## src/rtl/alu_seq_exec.sv

```systemverilog
// Execute-stage ALU: decodes ALUOp/funct3/funct7/op and runs the op behind valid/ready.
// Shifts iterate one bit per cycle; define RV_MUL_EN to add a shift-add multiplier.
module alu_seq_exec #(
  parameter int WIDTH   = 32,
  parameter int SHAMT_W = $clog2(WIDTH)
) (
  input  logic             clk,
  input  logic             rst_n,
  input  logic             in_valid,
  output logic             in_ready,
  input  logic [1:0]       ALUOp,
  input  logic [2:0]       funct3,
  input  logic [6:0]       funct7,
  input  logic [6:0]       op,
  input  logic [WIDTH-1:0] a,
  input  logic [WIDTH-1:0] b,
  output logic             out_valid,
  input  logic             out_ready,
  output logic [WIDTH-1:0] result,
  output logic             zero,
  output logic [3:0]       ALUControl,
  output logic             busy
);

  localparam int CW = SHAMT_W + 1;

  localparam logic [3:0] C_ADD  = 4'b0000;
  localparam logic [3:0] C_SUB  = 4'b0001;
  localparam logic [3:0] C_AND  = 4'b0010;
  localparam logic [3:0] C_OR   = 4'b0011;
  localparam logic [3:0] C_XOR  = 4'b0100;
  localparam logic [3:0] C_SLT  = 4'b0101;
  localparam logic [3:0] C_SLTU = 4'b0110;
  localparam logic [3:0] C_SLL  = 4'b0111;
  localparam logic [3:0] C_SRL  = 4'b1000;
  localparam logic [3:0] C_SRA  = 4'b1001;
`ifdef RV_MUL_EN
  localparam logic [3:0] C_MUL  = 4'b1010;
`endif

  localparam logic [1:0] S_IDLE  = 2'b00;
  localparam logic [1:0] S_SHIFT = 2'b01;
  localparam logic [1:0] S_DONE  = 2'b10;
`ifdef RV_MUL_EN
  localparam logic [1:0] S_MUL   = 2'b11;
`endif

  logic [1:0]         state;
  logic [3:0]         f3_dec;
  logic [3:0]         dec;
  logic [WIDTH-1:0]   alu_y;
  logic [WIDTH-1:0]   work;
  logic [WIDTH-1:0]   shv;
  logic [CW-1:0]      cnt;
  logic [SHAMT_W-1:0] shamt;
  logic               accept;
  logic               is_shift;
  logic               slt;
  logic               unused_bits;

  assign unused_bits = ^{op, funct7};
  assign shamt       = b[SHAMT_W-1:0];
  assign in_ready    = (state == S_IDLE) |
                       ((state == S_DONE) & out_ready);
  assign accept      = in_valid & in_ready;
  assign out_valid   = (state == S_DONE);
`ifdef RV_MUL_EN
  assign busy = (state == S_SHIFT) | (state == S_MUL);
`else
  assign busy = (state == S_SHIFT);
`endif

  always_comb begin
    f3_dec = C_ADD;
    case (funct3)
      3'b000: f3_dec = (op[5] & funct7[5]) ? C_SUB : C_ADD;
      3'b001: f3_dec = C_SLL;
      3'b010: f3_dec = C_SLT;
      3'b011: f3_dec = C_SLTU;
      3'b100: f3_dec = C_XOR;
      3'b101: f3_dec = funct7[5] ? C_SRA : C_SRL;
      3'b110: f3_dec = C_OR;
      default: f3_dec = C_AND;
    endcase
  end

  always_comb begin
    dec = C_ADD;
    unique case (1'b1)
      ALUOp == 2'b10: dec = f3_dec;
      ALUOp == 2'b01: dec = C_SUB;
      default:        dec = C_ADD;
    endcase
`ifdef RV_MUL_EN
    if (ALUOp == 2'b10 && op[5] &&
        funct7 == 7'b0000001 && funct3 == 3'b000)
      dec = C_MUL;
`endif
  end

  assign is_shift = (dec == C_SLL) | (dec == C_SRL) |
                    (dec == C_SRA);
  assign slt      = $signed(a) < $signed(b);

  // shifts only take this path with shamt 0, where result is a
  always_comb begin
    alu_y = '0;
    case (dec)
      C_ADD:  alu_y = a + b;
      C_SUB:  alu_y = a - b;
      C_AND:  alu_y = a & b;
      C_OR:   alu_y = a | b;
      C_XOR:  alu_y = a ^ b;
      C_SLT:  alu_y = {{(WIDTH-1){1'b0}}, slt};
      C_SLTU: alu_y = {{(WIDTH-1){1'b0}}, a < b};
      C_SLL,
      C_SRL,
      C_SRA:  alu_y = a;
      default: alu_y = '0;
    endcase
  end

  always_comb begin
    shv = {work[WIDTH-1], work[WIDTH-1:1]};
    case (ALUControl)
      C_SLL:   shv = {work[WIDTH-2:0], 1'b0};
      C_SRL:   shv = {1'b0, work[WIDTH-1:1]};
      default: shv = {work[WIDTH-1], work[WIDTH-1:1]};
    endcase
  end

`ifdef RV_MUL_EN
  logic [WIDTH-1:0] mcand;
  logic [WIDTH-1:0] mplier;
  logic [WIDTH-1:0] macc;

  assign macc = work + (mplier[0] ? mcand : '0);
`endif

  always_ff @(posedge clk or negedge rst_n) begin
    if (!rst_n) begin
      state      <= S_IDLE;
      result     <= '0;
      zero       <= 1'b0;
      ALUControl <= C_ADD;
      work       <= '0;
      cnt        <= '0;
`ifdef RV_MUL_EN
      mcand      <= '0;
      mplier     <= '0;
`endif
    end else begin
      unique case (state)
        S_IDLE, S_DONE: begin
          if (accept) begin
            ALUControl <= dec;
            if (is_shift && shamt != '0) begin
              work  <= a;
              cnt   <= CW'(shamt);
              state <= S_SHIFT;
`ifdef RV_MUL_EN
            end else if (dec == C_MUL) begin
              work   <= '0;
              mcand  <= a;
              mplier <= b;
              cnt    <= CW'(WIDTH);
              state  <= S_MUL;
`endif
            end else begin
              result <= alu_y;
              zero   <= (alu_y == '0);
              state  <= S_DONE;
            end
          end else if (state == S_DONE && out_ready) begin
            state <= S_IDLE;
          end
        end
        S_SHIFT: begin
          work <= shv;
          cnt  <= cnt - CW'(1);
          if (cnt == CW'(1)) begin
            result <= shv;
            zero   <= (shv == '0);
            state  <= S_DONE;
          end
        end
`ifdef RV_MUL_EN
        S_MUL: begin
          work   <= macc;
          mcand  <= {mcand[WIDTH-2:0], 1'b0};
          mplier <= {1'b0, mplier[WIDTH-1:1]};
          cnt    <= cnt - CW'(1);
          if (cnt == CW'(1)) begin
            result <= macc;
            zero   <= (macc == '0);
            state  <= S_DONE;
          end
        end
`endif
        default: state <= S_IDLE;
      endcase
    end
  end

endmodule

```

## config.mk

```make
export PLATFORM = sky130hd
export DESIGN_NAME = alu_seq_exec
export DESIGN_NICKNAME = d
export VERILOG_FILES = /design/src/rtl/alu_seq_exec.sv
export SDC_FILE = /design/constraint.sdc
export NUM_CORES = 1
export LEC_CHECK = 0
export CAP_MARGIN = 20
export CORE_MARGIN = 2
export CORE_UTILIZATION = 30
export CTS_CLUSTER_SIZE = 40
export DETAILED_ROUTE_END_ITERATION = 8
export HOLD_SLACK_MARGIN = 0.15
export PLACE_DENSITY = 0.55
export SLEW_MARGIN = 20
export SYNTH_ARGS = -nofsm -noshare
export SYNTH_HDL_FRONTEND = slang
export SYNTH_SLANG_ARGS = --single-unit
```

## constraint.sdc

```tcl
create_clock -name clk -period 5.03 [get_ports clk]
set_input_delay 0.7545 -clock clk [delete_from_list [all_inputs] [get_ports clk]]
set_output_delay 0.7545 -clock clk [all_outputs]
set_load 0.05 [all_outputs]
```

Word-level counts from Yosys, hierarchy flattened
Index checks and enable logic that the tools add are counted.
- add/subtract/negate cells: 3
- order comparisons: 2
- equality and inequality tests: 27
- mux-type cells: 25
- bitwise gates (word level): 9
- reductions and logical operators: 15
- operator list (cell ; count):
    case mux 32 bit (8 select lines) ; 1
    case mux 32 bit (2 select lines) ; 3
    two-way mux 32 bit ; 5
    zero test 32 bit ; 2
    < comparator 32 bit ; 2
    adder 32 bit ; 1
    bitwise AND 32 bit ; 1
    bitwise OR 32 bit ; 1
    subtractor 32 bit ; 1
    bitwise XOR 32 bit ; 1
    case mux 4 bit (7 select lines) ; 1
    equality test 4 x 3 -> 1 bit (second input constant) ; 5
    equality test 4 bit (second input constant) ; 3
    two-way mux 6 bit ; 2
    case mux 6 bit (2 select lines) ; 1
    equality test 3 bit (second input constant) ; 3
    equality test 4 x 2 -> 1 bit (second input constant) ; 2
    two-way mux 2 bit ; 4
    case mux 4 bit (2 select lines) ; 1
    equality test 3 x 2 -> 1 bit (second input constant) ; 2
    equality test 6 x 1 -> 1 bit (second input constant) ; 1
    inequality test 2 bit (second input constant) ; 3
    subtractor 6 x 1 -> 6 bit (second input constant) ; 1
    two-way mux 1 bit ; 5
    other kinds (21) ; 29
- flip-flop bits (word level): 77
- output and inout bits: 40
- logic and storage cells: 87

Longest topological paths before layout
- word-level depth: 11
- gate-level depth with buffers: 16
- gate-level depth less buffers: 16

Least setup slack after synthesis
Ideal clock, no wire load.
- kind: input port to flip-flop
- start: input a[0]
- end: register zero
- library setup time: 92 ps
- data arrival time: 4497 ps
- data required time: 4938 ps
- slack: 441 ps
- stages on the path: 16
- path buffers: 0
- cells stage by stage: inv_1 -> ha_1 -> inv_1 -> fa_1 -> nor2b_4 -> o211ai_1 -> nand2_2 -> a31oi_4 -> a21oi_1 -> a21o_1 -> a2111o_1 -> a22o_1 -> or4_1 -> or4_1 -> or4_1 -> o31ai_2
- cells in the longest elaborated chain, start to end: 6
- elaborated cells on any way between the ends: 12
- ends and longest elaborated chain (item ; line ; text):
    start: declaration ; 15 ; input logic [WIDTH-1:0] a,
    subtractor 32 bit (tied with other cells) ; 110 ; C_SUB: alu_y = a - b;
    case mux 32 bit (8 select lines) (*) ; 108 ; case (dec)
    zero test 32 bit (*) ; 171 ; zero <= (alu_y == '0);
    two-way mux 1 bit (*) ; 157 ; if (is_shift && shamt != '0) begin
    two-way mux 1 bit (*) ; 155 ; if (accept) begin
    case mux 1 bit (2 select lines) (*) ; 153 ; unique case (state)
    end signal: assignment ; 171 ;
    end signal: assignment ; 183 ; zero <= (shv == '0);
    end: declaration ; 20 ; output logic zero,
Every way passes the cells marked *; elsewhere a longest branch is shown, timed or not. The select of a mux whose other input is x is not followed.
A chain may end at the register's enable or synchronous reset.

Final worst setup path
- start: input b[1]
- end: register zero
- cells in the longest elaborated chain, start to end: 6
- elaborated cells on any way between the ends: 16
- ends and longest elaborated chain (item ; line ; text):
    start: declaration ; 16 ; input logic [WIDTH-1:0] b,
    subtractor 32 bit (tied with other cells) ; 110 ;
    case mux 32 bit (8 select lines) ; 108 ;
    zero test 32 bit ; 171 ;
    two-way mux 1 bit ; 157 ;
    two-way mux 1 bit ; 155 ;
    case mux 1 bit (2 select lines) ; 153 ;
Several ways; a longest one is shown, not always the timed one. The select of a mux whose other input is x is not followed.

==> flow_summary.toml <==
[run_status]
status = "finished, final reports clean"

[worst_setup_path]
reg2reg_setup_slack_ns = 1.56
r2r-start = "cnt[2]$_DFFE_PN0P_"
path_class = "primary input to flip-flop"
ff2ff_path_depth = 11
cp_common_cell = "or4_1"
path_max_fanout = 3
r2r_end = "zero$_DFFE_PN0P_"
end_kind = "flip-flop"
start_kind = "primary input"
cp_cell_sequence = "clkdlybuf4s50_1, buf_4, fa_2, a21o_1, a22oi_1, a311o_2, o211ai_1, a21bo_2, a211oi_2, o221ai_1, a22o_1, or4_1, or4_4, or4_1, o31ai_2"
cp_data_arrival_time_ns = 5.17
critPathRequiredTime_ns = 5.29
slowest_stage = "or4_1"
cpPeakStageDelay_ns = 0.51

[routing]
wire_per_inst_um = 20.5
first_pass_iters = 5
ant_nets = 0
drt_iter0_drc = 1087
drt_wl_total_um = 41800
drc_errors = 0
dr_total_vias = 11400
vias_per_cell = 5.58

[timing]
finalSetupTns_ns = 0
finClkSkew_ns = 0.00959
hold_viol_final = 0
drv_slew = 0
fin_crit_ns = 4.91
tightest_slew_ns = 0.737
timing.fmax_mhz = 204
slew-limit-headroom_pct = 50.8
setup_viol = 0
period_share_pct = 97.6

[final_layout]
num_antenna_cells = 0
nNetsFinal = 1824
multi_input_area_um2 = 7150
drive_gt1_share_pct = 23.5
num-fill-cells = 3240
syn_to_final_growth_pct = 41.9
final_cell_area_um2 = 13700
finalCoreUtilization_pct = 43.3
final_cell_count_no_fill = 2040
seq_area_um2 = 1930

[yosys]
avgSynthCellArea_um2 = 7.49
yosysTopAreaCell = "dfrtp_1"
synth.most_common_cell = "nand2_1"
yosysSeqAreaShare_pct = 20.0
ys.flop_type = "dfrtp_1"
synth_area_leaders = "dfrtp_1 (20%), ha_1 (13%), a21oi_1 (5.9%)"
yosysTopAreaCellShare_pct = 20.0
netlist_instances = 1288
synth_cell_types = 92
async_flop_share_pct = 100
ys_ff_latch = 77
synth-edff-count = 0
synthTopCellsByCount = "nand2_1 (141), nor2_1 (124), a21oi_1 (113)"
synth_area_um2 = 9650
synth_nets = 1479
ys.warnings.count = 0

[floorplanning]
die_area_um2 = 33600
start_util_pct = 30.5
chipHeight_um = 183
core_um2 = 31600
rows = 65
io_pins = 127
die_w_um = 183

[power_and_ir_drop]
total_power_uw = 3830
p_leak_uw = 0.00623
p_per_area_nw_per_um2 = 280
comb_power_share_pct = 53.8
pwr-share-seq_pct = 28.5
p_sw_uw = 1710
ir_worst_vdd_mv = 0.199
switching_share_pct = 44.6
power.internal_uw = 2120
clkPwrFrac_pct = 17.8

[global_routing]
grt_antenna_before_repair = 0
grt-ovfl-total = 0
grt_pass1_vias = 11100
grt_first_pass_wirelength_um = 63900
grt_max_degree = 78
grt_use_total_pct = 24.6

[clock_network]
cts_tree = "built"
clock_sinks = 77
clk_latency_ns = 0.35
cts_buffer_depth = 2
cts_root_buf = "clkbuf_16"
htreeDepth = 3
cts_buffers = 9
path_clk_slew_ns = 0.06
postCtsHoldBufs = 0

[placed_design]
io_buffers = 114
dp_hpwl_um = 33400
gp_congestion = 0.965
dpl.cell_count = 2020
postPlaceCellArea_um2 = 13200

[hold_path]
hold_path_class = "primary input to async pin"

[run]
cap_violations = 0
-- area by class of cell --
type	count	area share, %
Sequential cell	77	14.1
Tap cell	402	3.67
Timing Repair Buffer	414	24.8
Inverter	108	2.96
Clock buffer	9	1.64
Clock inverter	7	0.594
Multi-Input combinational cell	1023	52.2
-- worst max-delay path, delay by kind of cell --
family	cells	cell delay, ns
AOI/OAI and AO/OA	9	1.93
adders and majority gates	1	0.39
buffers and inverters	2	0.64
and+or+nand+nor	3	1.44
-- cell usage in the layout, fill, tap and decap left out, types with 21 or more instances in the layout --
cell type and instances:
o221ai_1 28, a21oi_1 108, dfrtp_1 77, mux2i_1 40, buf_4 298, nor2_1 124, nor3_1 21, clkdlybuf4s50_1 111
inv_1 105, nand2_1 141, ha_1 98, o21ai_0 57, nand3_1 34
-- worst max-delay path by stage --
stage	start	to	slack, ns
floorplan	a[0]	zero$_DFFE_PN0P_	0.44
global placement	a[0]	zero$_DFFE_PN0P_	-0.52
detailed placement	a[0]	zero$_DFFE_PN0P_	-0.57
CTS	a[2]	zero$_DFFE_PN0P_	0.01
global route	a[0]	zero$_DFFE_PN0P_	-0.004
finish	b[1]	zero$_DFFE_PN0P_	0.12
-- power by group through the flow --
stage	clock [uW]	sequential, uW	combinational [uW]
final	680	1090	2060
after CTS	688	1080	2030
after detailed placement	0	1090	2010
after global routing	718	1120	2230
after global placement	0	1080	1990
after floorplan	0	1270	910
-- routing by layer --
layer | up-vias | part of all wire (%) | track usage [%] | wire [um]
li1 | 5415 | - | - | -
met1 | 5471 | 43 | 32.2 | 18100
met2 | 415 | 46 | 40.6 | 19400
met3 | 74 | 5.3 | 2.90 | 2230
met4 | 0 | 4.9 | 11.0 | 2050
met5 | - | 0 | 0 | 0
-- kinds of logic after synthesis --
| family | synth area share (%) |
|---|---|
| AOI/OAI and AO/OA | 31.9 |
| and+or+nand+nor | 20.8 |
| buffers and inverters | 7.91 |
| adders and majority gates | 13.6 |
| DFF | 20.0 |
| muxes | 4.73 |
| xor gates and xnor gates | 0.998 |
-- registers in the layout, indices dropped and copies added (netlist names) --
| register | flops |
|---|---|
| cnt | 6 |
| state | 2 |
| zero | 1 |
| ALUControl | 4 |
| work | 32 |
| result | 32 |
-- timing repair --
item | CTS | global route
setup buffers | 2 | 2
gates resized for setup | 9 | 32
pin swaps | 7 | 8
setup endpoints to repair | 1 | 1
hold endpoints to repair | 0 | 0
-- stage by stage --
stage | hold slack (ns) | worst slack [ns]
2_1_floorplan | 0.449 | 0.441
3_3_place_gp | 0.471 | -0.524
3_5_place_dp | 0.483 | -0.568
4_1_cts | 0.491 | 0.0126
5_1_grt | 0.496 | -0.00421
6_report | 0.441 | 0.119
Note: power is estimated with default switching activity, not from simulation.
